`config.mk`:
```
export PLATFORM = sky130hd
export DESIGN_NAME = adder16_accum_ctrl
export DESIGN_NICKNAME = d
export VERILOG_FILES = /design/src/rtl/adder16_accum_ctrl.sv
export SDC_FILE = /design/constraint.sdc
export NUM_CORES = 1
export LEC_CHECK = 0
export CAP_MARGIN = 20
export CELL_PAD_IN_SITES_DETAIL_PLACEMENT = 0
export CELL_PAD_IN_SITES_GLOBAL_PLACEMENT = 1
export CORE_MARGIN = 5
export CORE_UTILIZATION = 25
export DETAILED_ROUTE_END_ITERATION = 12
export PLACE_DENSITY = 0.81
export SYNTH_ARGS = -nofsm -noshare
export SYNTH_HDL_FRONTEND = slang
export SYNTH_SLANG_ARGS = --single-unit
export TNS_END_PERCENT = 50
```
`constraint.sdc`:
```
create_clock -name clk -period 1.5 [get_ports clk]
set_clock_uncertainty 0.2 [all_clocks]
set_input_delay 0.225 -clock clk [delete_from_list [all_inputs] [get_ports clk]]
set_output_delay 0.225 -clock clk [all_outputs]
set_load 0.02 [all_outputs]
```
`src/rtl/adder16_accum_ctrl.sv`:
```
// Term accumulator that drives an external 16-bit adder.
// Each packet is summed into acc_reg, with carry-outs counted.
module adder16_accum_ctrl #(
    parameter int CNT_W  = 8,
    parameter int TERM_W = 8
) (
    input  logic              clk,
    input  logic              rst,
    input  logic              in_valid,
    output logic              in_ready,
    input  logic [15:0]       in_data,
    input  logic              in_last,
    output logic [15:0]       add_a,
    output logic [15:0]       add_b,
    input  logic [15:0]       add_sum,
    input  logic              add_cout,
    output logic              out_valid,
    input  logic              out_ready,
    output logic [15:0]       out_sum,
    output logic [CNT_W-1:0]  out_carries,
    output logic [TERM_W-1:0] out_terms,
    output logic              out_ovf
);

    typedef enum logic {RUN = 1'b0, DONE = 1'b1} state_t;

    localparam logic [CNT_W-1:0]  CNT_MAX  = '1;
    localparam logic [TERM_W-1:0] TERM_MAX = '1;

    state_t             state;
    state_t             state_nx;
    logic [15:0]        op_reg;
    logic               op_valid;
    logic               op_last;
    logic [15:0]        acc_reg;
    logic [CNT_W-1:0]   carry_cnt;
    logic [TERM_W-1:0]  term_cnt;
    logic               ovf;
    logic               accept;
    logic               add_step;
    logic               out_fire;

    assign accept   = in_valid && in_ready;
    assign add_step = (state == RUN) && op_valid;
    assign out_fire = out_valid && out_ready;

    always_ff @(posedge clk) begin
        if (rst) begin
            state <= RUN;
        end else begin
            state <= state_nx;
        end
    end

    always_comb begin
        state_nx = state;
        case (state)
            RUN:  if (add_step && op_last) state_nx = DONE;
            DONE: if (out_fire) state_nx = RUN;
            default: state_nx = RUN;
        endcase
    end

    // in_ready depends only on registers and rst, never on in_valid.
    always_comb begin
        in_ready  = 1'b0;
        out_valid = 1'b0;
        case (state)
            RUN:  in_ready  = !(op_valid && op_last) && !rst;
            DONE: out_valid = 1'b1;
            default: ;
        endcase
    end

    always_ff @(posedge clk) begin
        if (rst) begin
            op_reg    <= '0;
            op_valid  <= 1'b0;
            op_last   <= 1'b0;
            acc_reg   <= '0;
            carry_cnt <= '0;
            term_cnt  <= '0;
            ovf       <= 1'b0;
        end else begin
            if (accept) begin
                op_reg   <= in_data;
                op_last  <= in_last;
                op_valid <= 1'b1;
            end else begin
                op_valid <= 1'b0;
            end

            if (add_step) begin
                acc_reg <= add_sum;
                if (carry_cnt != CNT_MAX) begin
                    carry_cnt <= carry_cnt + {{(CNT_W-1){1'b0}}, add_cout};
                end
                ovf <= ovf | (add_cout && (carry_cnt == CNT_MAX));
                if (term_cnt != TERM_MAX) begin
                    term_cnt <= term_cnt + TERM_W'(1);
                end
            end

            // Results are cleared only once downstream has taken them.
            if (state == DONE && out_fire) begin
                acc_reg   <= '0;
                carry_cnt <= '0;
                term_cnt  <= '0;
                ovf       <= 1'b0;
            end
        end
    end

    assign add_a       = acc_reg;
    assign add_b       = op_reg;
    assign out_sum     = acc_reg;
    assign out_carries = carry_cnt;
    assign out_terms   = term_cnt;
    assign out_ovf     = ovf;

endmodule

```
Word level (Yosys, flattened, before mapping)
Cells that the tools add are included.

Multiplexer cells: 6. Reduce and logical (&&, ||, !) cells: 13. Add/subtract/negate cells: 2. Bitwise logic cells: 2. Eq/ne operators: 3.

Operator list (number): 8-bit inequality test (second input constant) (2); 8-bit by 1-bit adder with 8-bit output (1); 8-bit by 1-bit adder with 8-bit output (second input constant) (1); 8-bit == test (second input constant) (1); 1-bit logical AND (8); 1-bit 2-to-1 mux (5); 2-bit AND reduction (2); 1-bit logical NOT (2); 1-bit case mux with 2 select lines (1); 2-bit OR reduction (1); 1-bit NOT (1); 1-bit OR (1).

Register bits after elaboration: 52. Input bits: 38. Output and inout bits: 67. Logic and storage cells: 34.

Depth between registers and ports, before layout
Gate-level depths: netlist (run 1).

Word-level depth: 6. Depth in mapped cells: 6. Gate-level depth less buffers: 6.

Least setup slack after synthesis (run 1)
Ideal clock, no wire load.

Path type: register to register. Start: register carry_cnt[0], in the netlist out_carries[0]. End: register carry_cnt[4], in the netlist out_carries[4]. Path buffers: 0. Data required time: 1.184 ns. Period minus slack after synthesis: 1.827 ns. Setup time: 0.116 ns. Setup slack: -0.327 ns. Data arrival time: 1.511 ns. Stages on the path, launching flop included: 7. Path through: dfxtp_1 ha_1 ha_1 and4b_1 o31a_1 a21oi_1 a31o_2.

Cells in the longest elaborated chain, start to end: 2. Elaborated cells between the ends (all ways): 3. Classes of those cells: add/sub (1); eq/ne (1); reduce/logical (1).

RTL lines: start: declaration (line 36) `logic [CNT_W-1:0] carry_cnt;`; start signal: assignment (line 96) `carry_cnt <= carry_cnt + {{(CNT_W-1){1'b0}}, add_cout};`; branches (longest 2 deep; another with 8-bit by 1-bit adder with 8-bit output).

Parallel ways; which one is timed is not known. A chain may end at the register's enable or synchronous reset.

Worst setup path after layout (run 1)
Ends and elaborated chain as after synthesis.

==> results of run 1 <==
[routing by layer]
metal	GRT usage [%]	part of all wire (%)
met5	0	0
met4	2.812	0.81
met3	5.037	8.5
met2	18.53	47
met1	13.65	44
[kinds of logic after synthesis]
group,Yosys count
compound gates,47
xor+xnor,2
fa+ha+maj,3
buf+inv,32
flops,52
mux,1
simple gates,129
[cell usage after synthesis, types with 2 or more instances]
library cell / instances / area (sq um)
nand2_1: 78 / 292.8
dfxtp_1: 52 / 1041
a21oi_1: 26 / 130.1
nand3b_1: 17 / 127.6
buf_4: 16 / 120.1
nor2_1: 12 / 45.04
buf_2: 8 / 40.04
o21ai_0: 7 / 35.03
nand3_1: 5 / 25.02
clkbuf_1: 4 / 15.01
ha_1: 3 / 37.54
inv_1: 3 / 11.26
nand4_1: 3 / 18.77
a31oi_1: 2 / 12.51
and4b_1: 2 / 20.02
nand2b_1: 2 / 12.51
nor3_1: 2 / 10.01
or3_1: 2 / 12.51
xor2_1: 2 / 17.52
[metrics by stage]
stage	cell area (sq um)	utilization [%]	hold WS, ns
floorplan	2268	-	0.1240
global placement	3493	40.45	0.2528
detailed placement	3493	40.45	0.2555
CTS	3533	40.92	0.2068
global route	3656	42.34	0.2114
finish	3656	42.34	0.2132
[flip-flops by register name, indices dropped and copies added, names as in the netlist]
signal       cells
op_valid         1
add_a           16
add_b           16
out_ovf          1
op_last          1
state            1
out_terms        8
out_carries      8
[worst max path at each step]
stage,start,to,slack (ns),cells after the start
detailed placement,add_cout,out_carries[4],-0.52,7
finish,out_carries[0],out_carries[4],-0.08,6
floorplan,out_carries[0],out_carries[4],-0.1,6
global route,out_carries[0],out_carries[6],-0.18,6
global placement,add_cout,out_carries[4],-0.51,7
CTS,rst,in_ready,-0.19,3
[worst min-delay path, cell delays in order]
cell           delay, ns
dlygate4sd2_1       0.27
a41oi_1             0.11
nor2_1              0.07
[power by group through the flow]
stage	Sequential (mW)	Clock (mW)	Combinational [mW]
after floorplan	1.60	0	0.211
final	1.49	0.952	0.576
after global routing	1.50	1.06	0.627
after detailed placement	1.52	0	0.606
after CTS	1.49	0.996	0.552
after global placement	1.52	0	0.602
[layout make-up]
cell class,count,area [sq um],area share [%]
clock inverter,2,35.03,0.9582
timing repair buffer,140,1264,34.57
inverter,4,17.52,0.4791
sequential,52,1062,29.06
clock buffer,6,72.57,1.985
multi-input combinational,182,1070,29.26
tap,108,135.1,3.696
[what timing repair did]
action,CTS,global route
cloned,0,1
setup endpoints to repair,98,53
resized for setup,83,37
hold endpoints to repair,0,0
pin swaps,3,10
buffers inserted,0,6
==> flow_metrics.py, run 1 <==
metrics = {
    "final_layout": {
        "antenna_cells": 0,
        "layout_common_cells": "77 x nand2_1, 55 x dlygate4sd2_1, 41 x dfxtp_1",
        "final_common_cell": "nand2_1",
        "finalNonFillerCells": 494,
        "syn2layout_area_growth_pct": 66.97,
        "final_nets": 426,
        "fill_cells": 904,
        "drive_above_1_share_pct": 21.50,
    },
    "clocking": {
        "root_buffer": "clkbuf_8",
        "cts_buffers": 5,
        "cts_max_level": 2,
        "cts.sink_count": 52,
        "holdBufCountCts": 0,
        "clk_path_buf_depth": 2,
        "clk_pin_slew_ns": 0.09,
        "insertion_delay_ns": 0.30,
        "cts_tree": "yes",
    },
    "routing": {
        "wire_per_inst_um": 12.72,
        "via_count": 2196,
        "via_per_inst": 4.445,
        "wirelength_um": 6286,
        "drc": 0,
        "drtAntennaViolNets": 0,
        "drtIter0Drc": 65,
        "first_pass_iters": 4,
    },
    "sta": {
        "rsz0062_at_grt": "yes",
        "setup_viol_count_final": 4,
        "max_freq_mhz": 631.0,
        "relSlewSlack_pct": 85.14,
        "fin_tns_setup_ns": -0.2202,
        "post-route-min-period_ns": 1.585,
        "setup_slack_ns": -0.08477,
        "slew_viol_final": 0,
        "hold_violations": 0,
        "worst_pin_slew_ns": 0.2214,
        "fin_crit_sh_pct": 105.7,
    },
    "floorplanning": {
        "core_sq_um": 8636,
        "fp.dieH_um": 103.6,
        "die_w_um": 103.6,
        "io_pins": 105,
        "rows": 34,
        "dieArea_sq_um": 10730,
        "start_util_pct": 25.35,
    },
    "synthesis": {
        "synth_fp_nets": 307,
        "synthSimpleGateAreaFrac_pct": 27.60,
        "yosys_register_bits": 52,
        "synth-xor-area-share_pct": 0.8000,
        "synth-edff-count": 0,
        "synthMuxAreaShare_pct": 0.4571,
        "synth.cell_area_sq_um": 2190,
        "synth_adder_area_share_pct": 1.714,
        "synth_cells": 266,
        "synth_area_per_cell_sq_um": 8.232,
        "seq_area_frac_synth_pct": 47.54,
        "synth_compound_area_share_pct": 13.20,
        "yosys_warnings": 0,
        "synth_top_family_by_area": "simple AND/OR/NAND/NOR gates",
        "ys.flop_type": "dfxtp_1",
        "ys_types": 39,
        "async_reset_ff_share_pct": 0,
    },
    "placement": {
        "dp_hpwl_um": 4691,
        "dp_cells": 480,
        "io_buffer_count": 104,
        "dpl_worst_slack_ns": -0.5235,
        "place_congestion": 0.7520,
    },
    "setup_path": {
        "crit_fanout": 4,
        "r2r_setup_slack_ns": -0.08,
        "crit_buf_inv": 0,
        "slowest_delay_ns": 0.37,
        "cpMostUsedCell": "ha_4",
        "slowest_stage": "dfxtp_4",
        "reg2reg_depth": 6,
        "worstPathArrival_ns": 1.58,
        "end_kind": "register",
        "r2r-start": "out_carries[0]",
        "cp_top_family": "compound AO/OA/AOI/OAI gates",
        "crit_path_cell_trace": "ha_4 -> ha_4 -> and4b_1 -> o31a_1 -> a21oi_2 -> a31o_2",
        "cp_data_required_time_ns": 1.50,
        "start_kind": "register",
        "r2r_end": "out_carries[4]",
        "crit_type": "register to register",
    },
    "pwr": {
        "p_per_area_nw_per_um2": 825.8,
        "p_clk_share_pct": 31.5,
        "power.static_leakage_nw": 1.687,
        "vdd_ir_drop_max_mv": 0.3854,
        "switching_share_pct": 26.22,
        "p_total_mw": 3.019,
        "intPower_mw": 2.228,
        "switchingPower_uw": 791.5,
        "seqPwrFrac_pct": 49.4,
        "power_frac_comb_pct": 19.1,
    },
    "worst_hold_path": {
        "hold_depth": 3,
        "holdCritPathClass": "input port to register",
        "min_to": "out_ovf",
        "min_from": "add_cout",
    },
    "global_route": {
        "grt_max_degree": 20,
        "overflow": 0,
        "grt.total_usage_pct": 11.36,
        "grt_pass1_vias": 2146,
        "grt_first_pass_wirelength_um": 10410,
        "antenna_found_initial": 0,
    },
    "run_status": {
        "violations": "setup timing",
        "status": "finished with violations",
    },
    "run": {
        "maxCapViolCount": 0,
    },
}
Power figures use the tool's default switching activity.
==> inputs of run 2 (changes only) <==
--- a/config.mk
+++ b/config.mk
@@ -9,8 +9,9 @@
 export CELL_PAD_IN_SITES_DETAIL_PLACEMENT = 0
 export CELL_PAD_IN_SITES_GLOBAL_PLACEMENT = 1
 export CORE_MARGIN = 5
-export CORE_UTILIZATION = 25
+export CORE_UTILIZATION = 39
 export DETAILED_ROUTE_END_ITERATION = 12
+export DONT_BUFFER_PORTS = 1
 export PLACE_DENSITY = 0.81
 export SYNTH_ARGS = -nofsm -noshare
 export SYNTH_HDL_FRONTEND = slang
==> flow_metrics.py, run 2 (synthesis results as in run 1) <==
metrics = {
    "run_status": {
        "status": "finished with violations",
        "violations": "setup timing",
    },
    "routing": {
        "wirelength_um": 5813,
        "via_count": 1997,
        "drtAntennaViolNets": 0,
        "first_pass_iters": 4,
        "drc": 0,
        "wire_per_inst_um": 14.53,
        "via_per_inst": 4.993,
        "drtIter0Drc": 66,
    },
    "clocking": {
        "cts_tree": "yes",
        "root_buffer": "clkbuf_8",
        "clk_pin_slew_ns": 0.09,
        "clk_path_buf_depth": 2,
        "cts.sink_count": 52,
        "insertion_delay_ns": 0.30,
        "cts_max_level": 2,
        "cts_buffers": 5,
    },
    "global_route": {
        "grt_pass1_vias": 2032,
        "grt_max_degree": 26,
        "overflow": 0,
        "grt.total_usage_pct": 15.84,
        "grt_first_pass_wirelength_um": 9308,
        "antenna_found_initial": 0,
    },
    "placement": {
        "io_buffer_count": 0,
        "dp_hpwl_um": 3832,
        "dpl_worst_slack_ns": -0.08243,
        "place_congestion": 0.7591,
    },
    "worst_hold_path": {
        "holdCritPathClass": "input port to register",
    },
    "setup_path": {
        "end_kind": "register",
        "crit_fanout": 4,
        "crit_type": "register to register",
        "start_kind": "register",
        "worstPathArrival_ns": 1.62,
        "cp_data_required_time_ns": 1.50,
    },
    "sta": {
        "hold_violations": 0,
        "max_freq_mhz": 618.4,
        "fin_crit_sh_pct": 107.8,
        "slew_viol_final": 0,
        "setup_slack_ns": -0.1172,
        "setup_viol_count_final": 5,
        "post-route-min-period_ns": 1.617,
        "rsz0062_at_grt": "yes",
        "worst_pin_slew_ns": 0.4371,
        "relSlewSlack_pct": 70.82,
    },
    "final_layout": {
        "fill_cells": 501,
        "drive_above_1_share_pct": 25.00,
        "final_common_cell": "nand2_1",
        "fin_util_pct": 55.78,
        "antenna_cells": 0,
        "syn2layout_area_growth_pct": 39.43,
        "layout_common_cells": "77 x nand2_1, 40 x buf_4, 39 x dfxtp_1",
        "final_nets": 369,
    },
    "run": {
        "maxCapViolCount": 0,
    },
    "pwr": {
        "power.static_leakage_nw": 1.260,
        "p_per_area_nw_per_um2": 879.0,
        "vdd_ir_drop_max_mv": 0.3835,
    },
    "floorplanning": {
        "fp.dieH_um": 84.93,
        "die_w_um": 84.93,
        "io_pins": 105,
        "start_util_pct": 40.01,
        "dieArea_sq_um": 7213,
        "rows": 27,
        "core_sq_um": 5473,
    },
}
## run 2: worst max-delay path, cell delays in order, from the launching register on
cell and delay, ns:
dfxtp_4 0.37, ha_4 0.13, ha_4 0.13, and4b_1 0.20, o31a_1 0.20, a21oi_1 0.08, a31o_2 0.21
## run 2: timing repair
action,in CTS,in global routing
buffers inserted,1,5
hold buffers,35,1
pin swaps,5,11
resized for setup,5,20
setup endpoints to repair,7,39
hold endpoints to repair,34,1
## run 2: final timing paths
kind                                      from        endpoint  slack [ns]  depth (start not counted)
worst max register to register  out_carries[0]  out_carries[4]       -0.12                          6
worst min register to register       add_a[12]       add_a[12]        0.27                          2
worst max-delay path            out_carries[0]  out_carries[4]       -0.12                          6
worst min-delay path                  in_valid        op_valid        0.01                          2
## run 2: metrics by stage
step                hold WS [ns]  power, mW  std cells  cell area, sq um  setup TNS [ns]
detailed placement        0.1298      1.864        352              2497         -0.1673
global route             0.01802      2.816        400              3053         -0.7318
global placement          0.1274      1.859        352              2497         -0.1179
finish                  0.009911      2.684        400              3053         -0.2694
floorplan                 0.1240      1.809        266              2268         -0.4747
CTS                     0.002892      2.693        395              2943         -0.2565
## run 2: layout make-up
type | count | area [sq um] | area share [%]
clock buffer | 7 | 76.32 | 2.500
tap | 72 | 90.09 | 2.951
inverter | 4 | 17.52 | 0.5738
timing repair buffer | 83 | 757.0 | 24.80
sequential | 52 | 1065 | 34.88
multi-input combinational | 182 | 1047 | 34.30
## run 2: routing by layer
layer,vias to the layer above,routed length (um),GRT usage [%]
met5,-,0,0
met4,0,78,4.748
met3,7,484,5.631
met2,80,2961,28.83
met1,903,2288,17.16
li1,1007,-,-
## run 2: power by group
| part | internal (mW) | switching [mW] | total (mW) | leakage [nW] |
|---|---|---|---|---|
| Clock | 0.322 | 0.426 | 0.748 | 0.0383 |
| Sequential | 1.45 | 0.142 | 1.59 | 0.432 |
| Combinational | 0.180 | 0.168 | 0.348 | 0.790 |
==> inputs of run 3 (changes only) <==
--- a/config.mk
+++ b/config.mk
@@ -5,6 +5,7 @@
 export SDC_FILE = /design/constraint.sdc
 export NUM_CORES = 1
 export LEC_CHECK = 0
+export ABC_CLOCK_PERIOD_IN_PS = 1500
 export CAP_MARGIN = 20
 export CELL_PAD_IN_SITES_DETAIL_PLACEMENT = 0
 export CELL_PAD_IN_SITES_GLOBAL_PLACEMENT = 1
==> results of run 3 <==
The final DEF is identical to that of run 2; final timing and power are the same.
